**src/rtl/collision_pkg.sv**
```systemverilog
// Shared types and defaults for the collision detector and its event handler.
package collision_pkg;

  localparam int unsigned X_W_DEF = 11;
  localparam int unsigned Y_W_DEF = 10;

  typedef enum logic [1:0] {
    ARMED,
    REPORT,
    HOLDOFF
  } coll_state_t;

  // A holdoff of 0 frames still needs one counter bit to exist.
  function automatic int unsigned holdoff_cnt_w(input int unsigned frames);
    int unsigned w;
    w = $clog2(frames + 1);
    return (w < 1) ? 1 : w;
  endfunction

endpackage

```
**src/rtl/frame_holdoff_counter.sv**
```systemverilog
// Frame-counted holdoff: loads a frame budget and decrements it once per start-of-frame.
module frame_holdoff_counter #(
  parameter int unsigned CNT_W = 1
) (
  input  logic             clk,
  input  logic             resetN,
  input  logic             i_load,
  input  logic [CNT_W-1:0] i_load_val,
  input  logic             i_sof,
  output logic             o_zero
);

  logic [CNT_W-1:0] r_cnt;

  // Load wins over a same-cycle SOF so that frame is not counted.
  always_ff @(posedge clk or negedge resetN) begin
    if (!resetN) begin
      r_cnt <= '0;
    end else if (i_load) begin
      r_cnt <= i_load_val;
    end else if (i_sof && (r_cnt != '0)) begin
      r_cnt <= r_cnt - 1'b1;
    end
  end

  assign o_zero = (r_cnt == '0);

endmodule

```
**src/rtl/collision_event_handler.sv**
```systemverilog
// Turns the per-pixel collision stream into at most one acknowledged hit event per frame,
// followed by a frame-counted invulnerability window.
module collision_event_handler
  import collision_pkg::*;
#(
  parameter int unsigned X_W            = X_W_DEF,
  parameter int unsigned Y_W            = Y_W_DEF,
  parameter int unsigned HOLDOFF_FRAMES = 30,
  parameter int unsigned CNT_W          = 8
) (
  input  logic             clk,
  input  logic             resetN,
  input  logic             i_startOfFrame,
  input  logic             i_collision,
  input  logic [X_W-1:0]   i_pixelX,
  input  logic [Y_W-1:0]   i_pixelY,
  input  logic             i_event_ack,
  output logic             o_event_req,
  output logic [X_W-1:0]   o_hit_x,
  output logic [Y_W-1:0]   o_hit_y,
  output logic [CNT_W-1:0] o_hit_count,
  output logic             o_invulnerable
);

  localparam int unsigned       HCW      = holdoff_cnt_w(HOLDOFF_FRAMES);
  localparam logic [HCW-1:0]    HOLD_VAL = HCW'(HOLDOFF_FRAMES);

  coll_state_t      r_state;
  coll_state_t      w_state_next;
  logic [X_W-1:0]   r_px_d;
  logic [Y_W-1:0]   r_py_d;
  logic [X_W-1:0]   r_hit_x;
  logic [Y_W-1:0]   r_hit_y;
  logic [CNT_W-1:0] r_hit_count;
  logic             r_event_req;
  logic             r_invulnerable;
  logic             w_capture;
  logic             w_load;
  logic             w_sof_dec;
  logic             w_zero;

  // The collision pulse lags the pixel counters by one cycle.
  always_ff @(posedge clk or negedge resetN) begin
    if (!resetN) begin
      r_px_d <= '0;
      r_py_d <= '0;
    end else begin
      r_px_d <= i_pixelX;
      r_py_d <= i_pixelY;
    end
  end

  always_comb begin
    w_state_next = r_state;
    w_capture    = 1'b0;
    w_load       = 1'b0;
    w_sof_dec    = 1'b0;
    unique case (r_state)
      ARMED: begin
        if (i_collision) begin
          w_capture    = 1'b1;
          w_state_next = REPORT;
        end
      end
      REPORT: begin
        if (i_event_ack) begin
          w_load       = 1'b1;
          w_state_next = HOLDOFF;
        end
      end
      HOLDOFF: begin
        // Re-arming takes the whole SOF cycle, so a coincident collision is dropped.
        if (i_startOfFrame) begin
          if (w_zero) begin
            w_state_next = ARMED;
          end else begin
            w_sof_dec = 1'b1;
          end
        end
      end
      default: w_state_next = ARMED;
    endcase
  end

  always_ff @(posedge clk or negedge resetN) begin
    if (!resetN) begin
      r_state        <= ARMED;
      r_event_req    <= 1'b0;
      r_invulnerable <= 1'b0;
    end else begin
      r_state        <= w_state_next;
      r_invulnerable <= (w_state_next != ARMED);
      if (w_capture) begin
        r_event_req <= 1'b1;
      end else if (w_load) begin
        r_event_req <= 1'b0;
      end
    end
  end

  always_ff @(posedge clk or negedge resetN) begin
    if (!resetN) begin
      r_hit_x     <= '0;
      r_hit_y     <= '0;
      r_hit_count <= '0;
    end else if (w_capture) begin
      r_hit_x <= r_px_d;
      r_hit_y <= r_py_d;
      if (r_hit_count != '1) begin
        r_hit_count <= r_hit_count + 1'b1;
      end
    end
  end

  frame_holdoff_counter #(
    .CNT_W(HCW)
  ) u_holdoff (
    .clk       (clk),
    .resetN    (resetN),
    .i_load    (w_load),
    .i_load_val(HOLD_VAL),
    .i_sof     (w_sof_dec),
    .o_zero    (w_zero)
  );

  assign o_event_req    = r_event_req;
  assign o_hit_x        = r_hit_x;
  assign o_hit_y        = r_hit_y;
  assign o_hit_count    = r_hit_count;
  assign o_invulnerable = r_invulnerable;

endmodule

```
**config.mk**
```make
export PLATFORM = sky130hd
export DESIGN_NAME = collision_event_handler
export DESIGN_NICKNAME = d
export VERILOG_FILES = /design/src/rtl/collision_pkg.sv /design/src/rtl/frame_holdoff_counter.sv /design/src/rtl/collision_event_handler.sv
export SDC_FILE = /design/constraint.sdc
export NUM_CORES = 1
export LEC_CHECK = 0
export CAP_MARGIN = 20
export CORE_ASPECT_RATIO = 1.75
export CORE_MARGIN = 5
export CORE_UTILIZATION = 43
export CTS_BUF_LIST = sky130_fd_sc_hd__clkbuf_16
export CTS_CLUSTER_DIAMETER = 200
export DETAILED_ROUTE_END_ITERATION = 6
export GPL_TIMING_DRIVEN = 1
export PLACE_DENSITY = 0.75
export SLEW_MARGIN = 20
export SYNTH_ARGS = -nofsm -noshare
export SYNTH_HDL_FRONTEND = slang
export SYNTH_SLANG_ARGS = --single-unit
export TNS_END_PERCENT = 100
```
**constraint.sdc**
```tcl
create_clock -name clk -period 1.7 [get_ports clk]
set_input_delay 0.17 -clock clk [delete_from_list [all_inputs] [get_ports clk]]
set_output_delay 0.17 -clock clk [all_outputs]
set_load 0.01 [all_outputs]
```
==> metrics.log <==
INFO  metric timing.critical_path.to_type = register
INFO  metric leakagePower = ~1.5 nW
INFO  metric firstDrtPassIters = 6
INFO  metric grt_pass1_vias = 1701
INFO  metric multi_input_comb_area = about 690 sq um
INFO  metric postSynth.topFlopCell = sky130_fd_sc_hd__dfrtp_1
INFO  metric slew_headroom = about four fifths
INFO  metric core_rows = 34
INFO  metric detail_route.wl_per_cell = between 10 and 15 um
INFO  metric syn-cell-area = between 2000 and 2500 sq um
INFO  metric synth_sequential_area_ratio = 66.6%
INFO  metric layout.area.seq = roughly 1500 sq um
INFO  metric fin_util = 64.2%
INFO  metric vdd_drop_max = ~1.4 mV
INFO  metric ctsLongestPathBuffers = 2
INFO  metric via_per_inst = around 5.0
INFO  metric synthesis.area_per_instance = 11.3 sq um
INFO  metric final_antenna_net_count = 0
INFO  metric report.final.hold_viol_count = 0
INFO  metric coreArea = between 4000 and 5000 sq um
INFO  metric setup.worst_path.start_class = register
INFO  metric clkTransAtPathRegs = 50 ps
INFO  metric fin_total_pwr = slightly below 6 mW
INFO  metric detailedPlacementHpwl = approximately 3 mm
INFO  metric worst_slew_pin_slew = roughly 310 ps
INFO  metric n_antenna_cell = 0
INFO  metric finish.net_count = 293
INFO  metric maxCapViolations = 0
INFO  metric synthesis.instances = around 200
INFO  metric grt_setup_unrepaired = false
INFO  metric route.detailed.drc = 0
INFO  metric tns = 0 ps
INFO  metric finalCriticalPeriod = roughly 1600 ps
INFO  metric numCtsBuffers = 9
INFO  metric post_synth_num_cell_types = 36
INFO  metric synth_enable_flop_cells = 0
INFO  metric clock_tree_from_tritoncts = yes
INFO  metric min_path_cells = 1
INFO  metric floorplan.initialDensity = between 40% and 50%
INFO  metric die_w = about 64 um
INFO  metric io_port_bufs = 56
INFO  metric setup_clock_skew_after_layout = ~6.4 ps
INFO  metric grt.total_usage = roughly 15%
INFO  metric die-area = around 6800 sq um
INFO  metric power_per_cell_area = about 1800 nW/um^2
INFO  metric clk-insertion-delay-late = 320 ps
INFO  metric grt_pass1_wl = about 8 mm
INFO  metric mostFrequentLayoutCell = sky130_fd_sc_hd__nand2_1
INFO  metric dp_cells = 306
INFO  metric grt_overflow = 0
INFO  metric fmax = ~620 MHz
INFO  metric critPathKind = reg2reg
INFO  metric r2r-start = u_holdoff.r_cnt[0]
INFO  metric nFillCells = a little under 400
INFO  metric timing.final.setup_violations = 0
INFO  metric crit_fanout = 4
INFO  metric timing.rr.end = u_holdoff.r_cnt[1]
INFO  metric final_layout_size_suffix_gt1_share = between 10 and 15%
INFO  metric postCtsSetupRepairBufs = 0
INFO  metric antenna_found_initial = 0
INFO  metric ys_async_sr_fraction = between 90% and 100%
INFO  metric detailroute.via_count = about 1600
INFO  metric wl = 4.58 mm
INFO  metric top_library_cells_by_usage_in_the_layout_fill_and_taps_aside = 71 x sky130_fd_sc_hd__nand2_1, 59 x sky130_fd_sc_hd__dfrtp_1, 55 x sky130_fd_sc_hd__clkdlybuf4s50_1
INFO  metric master_cell_of_the_clock_root_buffer = sky130_fd_sc_hd__clkbuf_16
INFO  metric top_level_ports = 57
INFO  metric sink_of_the_worst_hold_path = r_py_d[5]
INFO  metric dieHeight = around 110 um
INFO  metric detailedRoute.firstIterationViolations = 71
INFO  metric hold_removal_path_class = in2reg
INFO  metric gp_congestion = between 0.7 and 0.8
INFO  metric setup.reg_to_reg.worst_slack = roughly 90 ps
INFO  metric cts.htree.levels = 3
INFO  metric grt_start_max_net_pins = 60
INFO  metric period_share = a little over nine tenths
INFO  metric crit_arrival = approximately 1800 ps
INFO  metric run_status = finished clean
INFO  metric worst_endpoint_required_time = slightly below 2000 ps
INFO  metric synth_fp_nets = 225
INFO  metric post_layout_nonfiller_instances = about 320
INFO  metric final-max-slew-violation-count = 0
INFO  metric area_growth = 44.0%
INFO  metric timing.reg2reg.worst_path_depth = 5
INFO  metric postSynthRegisterBits = 59
INFO  metric yosys_warnings = 0
INFO  metric clock-sinks = 59
INFO  metric timing.hold.worst.start = i_pixelY[5]
-- per-layer routing --
| layer | track usage (%) | routed length (um) | vias to the layer above |
|---|---|---|---|
| li1 | - | - | 777 |
| met1 | 16.6 | 1800 | 793 |
| met2 | 24.3 | 2420 | 41 |
| met3 | 5.16 | 253 | 11 |
| met4 | 7.28 | 106 | 0 |
| met5 | 0 | 0 | - |
-- critical path: stages (launching register included) --
cell and delay, ps:
sky130_fd_sc_hd__dfrtp_1 390, sky130_fd_sc_hd__inv_1 110, sky130_fd_sc_hd__ha_1 200, sky130_fd_sc_hd__or4b_4 500
sky130_fd_sc_hd__and3_1 190, sky130_fd_sc_hd__o21ai_1 150
-- how the worst max path moves through the flow --
stage | from | to
after global placement | i_collision | o_hit_count[7]
after detailed placement | i_collision | o_hit_count[7]
final | u_holdoff.r_cnt[0] | u_holdoff.r_cnt[1]
after CTS | u_holdoff.r_cnt[0] | u_holdoff.r_cnt[1]
after floorplan | r_state[1] | o_hit_count[7]
after global routing | u_holdoff.r_cnt[0] | u_holdoff.r_cnt[1]
-- final cells by class --
| class | instances | share of cell area [%] |
|---|---|---|
| sequential | 59 | 46.2 |
| multi-input combinational | 125 | 21.6 |
| timing repair buffer | 64 | 19.7 |
| clock buffer | 9 | 7.05 |
| clock inverter | 7 | 2.66 |
| tap | 54 | 2.12 |
| inverter | 5 | 0.588 |
-- synth_stat cells, drive strengths merged, types with 3 or more instances --
cell type | count | area share (%)
o21ai | 6 | 1.4
a21oi | 3 | 0.68
buf | 3 | 1.2
inv | 5 | 0.85
ha | 3 | 1.7
nand2 | 71 | 12
nand3 | 6 | 1.4
dfrtp | 59 | 67
xor2 | 3 | 1.2
clkbuf | 4 | 0.68
nor2 | 4 | 0.68
and3 | 4 | 1.1
-- repair_timing --
| action | CTS | global route |
|---|---|---|
| resized for setup | 1 | 2 |
| endpoints found under the setup margin | 1 | 5 |
| hold endpoints to repair | 59 | 0 |
| hold buffers | 1 | 0 |
| gates cloned | 0 | 0 |
-- registers in the layout, summed over array words and instances (netlist names), 2 cells and up --
| name | cells |
|---|---|
| r_state | 2 |
| r_py_d | 10 |
| o_hit_y | 10 |
| r_px_d | 11 |
| o_hit_x | 11 |
| o_hit_count | 8 |
| u_holdoff.r_cnt | 5 |
-- cell families after synthesis --
logic type      Yosys count  share of synthesized area, %
compound gates           15                          4.46
buf+inv                  12                          2.76
fa+ha+maj                 3                          1.69
flops                    59                          66.6
xor+xnor                  5                          1.97
mux                       3                          1.47
simple gates             99                          21.1
-- report_power, final --
group	switching, mW	internal [mW]
combinational	0.849	0.971
sequential	0.341	1.84
clock	0.588	1.26
total	1.78	4.07
-- stage by stage --
step | instance area (sq um) | worst slack [ps] | hold slack (ps)
4_1_cts | 3190 | 24.5 | 282
3_5_place_dp | 2860 | -77.0 | 198
3_3_place_gp | 2860 | -44.7 | 195
2_1_floorplan | 2220 | 131 | -126
5_1_grt | 3190 | 20.2 | 277
6_report | 3190 | 90.4 | 286
(Power assumes the default switching activity.)
